[config.mk]
export PLATFORM = sky130hd
export DESIGN_NAME = codificador_rr
export DESIGN_NICKNAME = d
export VERILOG_FILES = /design/src/rtl/codificador_pkg.sv /design/src/rtl/codificador_prio.sv /design/src/rtl/codificador_rr.sv
export SDC_FILE = /design/constraint.sdc
export NUM_CORES = 1
export LEC_CHECK = 0
export ABC_AREA = 0
export CORE_MARGIN = 2
export CORE_UTILIZATION = 40
export DETAILED_ROUTE_END_ITERATION = 8
export GPL_ROUTABILITY_DRIVEN = 0
export MAX_ROUTING_LAYER = met4
export PLACE_DENSITY = 0.72
export SYNTH_ARGS = -nofsm -noshare
export SYNTH_HDL_FRONTEND = slang
export SYNTH_SLANG_ARGS = --single-unit
[constraint.sdc]
create_clock -name clk -period 2 [get_ports clk]
set_input_delay 0.2 -clock clk [delete_from_list [all_inputs] [get_ports clk]]
set_output_delay 0.2 -clock clk [all_outputs]
set_load 0.01 [all_outputs]
[src/rtl/codificador_pkg.sv]
// Shared definitions for the codificador_rr registered priority encoder:
// mode selectors, FSM state encoding and a popcount helper.
package codificador_pkg;

   localparam int MODE_FIXED = 0;
   localparam int MODE_RR    = 1;

   // Widest request vector the popcount helper handles; the top pads its
   // N-bit vector up to this width and keeps only the low W+1 count bits.
   localparam int MAX_N = 64;
   localparam int CNT_W = $clog2(MAX_N) + 1;

   // Two-state output FSM; FULL means a valid result is being presented.
   typedef enum logic {
      ST_EMPTY = 1'b0,
      ST_FULL  = 1'b1
   } state_e;

   // Number of set bits in v (0..MAX_N).
   function automatic logic [CNT_W-1:0] popcount(input logic [MAX_N-1:0] v);
      logic [CNT_W-1:0] cnt;
      cnt = '0;
      for (int k = 0; k < MAX_N; k++) begin
         cnt = cnt + CNT_W'(v[k]);
      end
      return cnt;
   endfunction

endpackage

[src/rtl/codificador_prio.sv]
// Combinational highest-index priority encoder: idx_o is the index of the
// most significant set bit of req_i, found_o flags that any bit was set.
module codificador_prio #(
   parameter  int N = 8,
   localparam int W = $clog2(N)
) (
   input  logic [N-1:0] req_i,
   output logic [W-1:0] idx_o,
   output logic         found_o
);

   // Ascending scan: later (higher) set bits overwrite earlier ones.
   always_comb begin
      // NOTE: defaults assigned before the loop so every path drives both
      // outputs; without them an all-zero req_i would infer latches.
      idx_o   = '0;
      found_o = 1'b0;
      for (int k = 0; k < N; k++) begin
         if (req_i[k]) begin
            idx_o   = W'(k);
            found_o = 1'b1;
         end
      end
   end

endmodule

[src/rtl/codificador_rr.sv]
// Registered N-bit priority encoder with optional round-robin arbitration,
// popcount of the captured vector and a ready/valid hold on the result.
// Supports N up to codificador_pkg::MAX_N.
module codificador_rr
   import codificador_pkg::*;
#(
   parameter  int N  = 8,
   parameter  int RR = MODE_FIXED,
   localparam int W  = $clog2(N)
) (
   input  logic         clk,
   input  logic         rst_n,
   input  logic [N-1:0] i,
   input  logic         rdy,
   output logic [W-1:0] o,
   output logic         g,
   output logic [W:0]   n
);

   localparam logic [W:0] N_EXT = (W+1)'(N);

   state_e         state_q;
   logic [W-1:0]   o_q;
   logic [W:0]     n_q;
   logic [W-1:0]   l_q;

   logic [W-1:0]   rot_amt;
   logic [N-1:0]   rot_req;
   logic [W-1:0]   rot_idx;
   logic           rot_found;
   logic [W:0]     idx_sum;
   logic [W-1:0]   win_idx;
   logic           load;

   // Fixed mode never rotates; in round-robin the pointer L is the rotation.
   assign rot_amt = (RR == MODE_RR) ? l_q : '0;

   // Rotate right by L within N bits: rot_req[j] = i[(j+L) mod N], so bit
   // L-1 lands at the top and wins first. The doubled vector makes the wrap
   // modulo N even when N is not a power of two (L is always < N).
   assign rot_req = N'({i, i} >> rot_amt);

   codificador_prio #(
      .N (N)
   ) u_prio (
      .req_i   (rot_req),
      .idx_o   (rot_idx),
      .found_o (rot_found)
   );

   // Map the rotated index back to the original bit position, mod N.
   always_comb begin
      idx_sum = {1'b0, rot_idx} + {1'b0, rot_amt};
      if (idx_sum >= N_EXT) begin
         idx_sum = idx_sum - N_EXT;
      end
      win_idx = idx_sum[W-1:0];
   end

   // A new vector is captured whenever no result is pending or it is accepted.
   assign load = (state_q == ST_EMPTY) || rdy;

   // Output FSM with registered index, count and round-robin pointer.
   always_ff @(posedge clk or negedge rst_n) begin
      // NOTE: every register here is a small control/data flop, so all of
      // them take the async reset; there is no memory array to leave unreset.
      if (!rst_n) begin
         state_q <= ST_EMPTY;
         o_q     <= '0;
         n_q     <= '0;
         l_q     <= '0;
      end else if (load) begin
         // NOTE: non-blocking assignments so every register samples the
         // pre-edge values; blocking here would race with other readers.
         n_q <= (W+1)'(popcount(MAX_N'(i)));
         if (rot_found) begin
            state_q <= ST_FULL;
            o_q     <= win_idx;
            if (RR == MODE_RR) begin
               l_q <= win_idx;
            end
         end else begin
            state_q <= ST_EMPTY;
            o_q     <= '0;
         end
      end
   end

   assign o = o_q;
   assign g = (state_q == ST_FULL);
   assign n = n_q;

endmodule

==> qor.txt <==
Area Overhead vs Synth - 59.4%
top-area cell type share of the netlist area - 37.1%
Yosys cell types - 17
Slowest cell on crit path - fa_1
Final WS setup - -0.457 ns
final setup violation count - 4
Final ANT Viol Nets - 0
Top Family by Delay on Critical Path - adder cells
Clock H-tree levels - 1
failing checks - negative setup slack
Setup CP Type - input pin to flip-flop
core area - 0.00128 mm^2
pre-CTS setup slack - -1.26 ns
Max Freq - 407 MHz
initial antenna violation count - 0
synth top area cells - dfrtp_1 (37%), fa_1 (15%), ha_1 (9.3%)
register area share after synthesis - 37.1%
mapped cell area - 539 um^2
WP buf/inv - 4
CP peak stage delay - 0.53 ns
Starting Density - 42.0%
Die ar. - 0.00166 mm^2
Die Ht - 40.7 um
Setup crit end kind - flip-flop
residual DRC count - 0
Ports - 19
Worst Skew - 0.00165 ns
nets@finish - 110
commonest non-fill, non-tap cell in the layout - clkdlybuf4s50_1
Worst VDD drop - 0.393 mV
TritonRoute pass-1 iters - 4
most frequent cells in the layout - clkdlybuf4s50_1 (15), buf_4 (10), inv_1 (8), dfrtp_1 (8)
Max FO, Critical Path - 2
Final Hold Slack - 0.225 ns
final WL - 1.15 mm
layout cell share with drive strength beyond 1 - 30.3%
most frequent cell on the critical path - fa_1
die width - 40.7 um
Total GRT Usage - 18.1%
Yosys reg bits - 8
Slew HR - 72.1%
RSZ-0062 raised after global routing - yes
number of diodes - 0
largest net degree at the start of global routing - 12
Row Count - 13
Req. time, crit path - 2.13 ns
startpoint class of the critical path - input pin
CTS Buf Count - 3
clock buffer depth - 2
global-route wire length before repair - 1.80 mm
Hold WC Path Type - input pin to asynchronous set/reset pin
CTS tree - done
Port Buffers - 18
Final Power - 0.590 mW
measured slew at the worst slew-check pin - 0.419 ns
DR WL/cell - 11.1 um
Pleak - 0.410 nW
Crit path arrival time - 2.58 ns
area leader, netlist - dfrtp_1
vias per cell - 4.63
CP cell instances - buf_8 > inv_8 > fa_1 > fa_1 > fa_1 > inv_2 > ha_4 > inv_2 > fa_2 > a21oi_2
Vias - 482
status - finished, violations left
Cell Pwr Density - 687 mW/mm^2
vias in the first global route - 425
Synth Warn # - 0
Starting DRT DRC Count - 13
Final Slew Violations - 0
max-cap check violation count - 0
Fin. Hold Viols - 0
Detailed Place HPWL - 980 um
Post-Syn Area per Cell - 9.14 um^2
Root Driver - clkbuf_4
Final min period - 2.46 ns
CTS Hold Bufs - 0
Final Cycle Share - 123%
GRT overflow - 0
Mapped Cells - 59
Clock transition at path regs - 0.05 ns
syn_nets - 78
Worst-Skew Late Latency - 0.25 ns
total clock sinks - 8
-- final timing paths --
check                            from    to  slack (ns)  depth (start not counted)
worst max-delay path             i[3]  n[1]       -0.46                         10
worst min-delay path            rst_n  o[2]        0.23                          1
worst max register to register      g  n[3]        0.99                          3
worst min register to register   o[0]  o[0]        0.50                          1
max in group asynchronous       rst_n  n[2]        1.51                          1
min in group clk                 i[3]     g        0.37                          4
-- per-layer routing --
metal,track usage [%],vias to the layer above,wire [um]
met4,10.0,0,19
met1,20.2,219,490
met2,29.0,14,581
met3,4.89,2,60
li1,-,247,-
met5,-,-,0
-- cells in the mapped netlist --
| cell | number |
|---|---|
| inv_1 | 13 |
| dfrtp_1 | 8 |
| nand2_1 | 6 |
| nor2_1 | 6 |
| a21oi_1 | 5 |
| fa_1 | 4 |
| ha_1 | 4 |
| o21ai_0 | 3 |
| nor3_1 | 2 |
| a22o_1 | 1 |
| a31o_2 | 1 |
| and2b_4 | 1 |
| and3_1 | 1 |
| clkbuf_1 | 1 |
| nand2b_1 | 1 |
| nor4_2 | 1 |
| xor2_1 | 1 |
-- registers in the layout (all words and copies together), names as in the netlist --
signal / count
o: 3
g: 1
n: 4
-- worst register-to-register path: stages (launching register included) --
cell and delay [ns]:
dfrtp_1 0.38, nand2b_1 0.32, nand2_1 0.10, o21ai_1 0.12
-- through the flow --
| stage | util, % | cell area [um^2] | setup TNS [ns] | instances |
|---|---|---|---|---|
| after floorplan | - | 562 | -1.41 | 59 |
| after detailed placement | 63.0 | 810 | -4.21 | 98 |
| after CTS | 66.6 | 856 | -1.16 | 104 |
| after global routing | 66.9 | 860 | -1.29 | 104 |
| final | 66.9 | 860 | -1.05 | 104 |
| after global placement | 63.0 | 810 | -4.07 | 98 |
-- layout make-up --
| cell class | count | area, um^2 |
|---|---|---|
| inverters | 13 | 56.3 |
| repair buffers | 28 | 256 |
| well taps | 15 | 18.8 |
| clock buffers | 3 | 22.5 |
| multi-input cells | 37 | 305 |
| fillers | 108 | 425 |
| flip-flops and latches | 8 | 200 |
-- what timing repair did --
action	in CTS	in global routing
setup endpoints to repair	4	4
setup buffers	3	0
pin swaps	6	4
gates resized for setup	16	1
-- power by group --
part	switching, mW	leakage [nW]	internal (mW)	total [mW]
clock network	0.0548	0.0138	0.0687	0.123
registers	0.0161	0.0876	0.190	0.206
logic	0.115	0.309	0.145	0.261
-- kinds of logic (layout without fill, tap and decap cells) --
group,Yosys count,in the layout,share of synthesized area (%)
AOI/OAI and AO/OA,10,10,10.7
DFF,8,8,37.1
adders and majority gates,8,8,24.1
and+or+nand+nor,18,18,16.7
buffers and inverters,14,44,9.74
xor gates and xnor gates,1,1,1.62
Power figures use the tool's default switching activity.
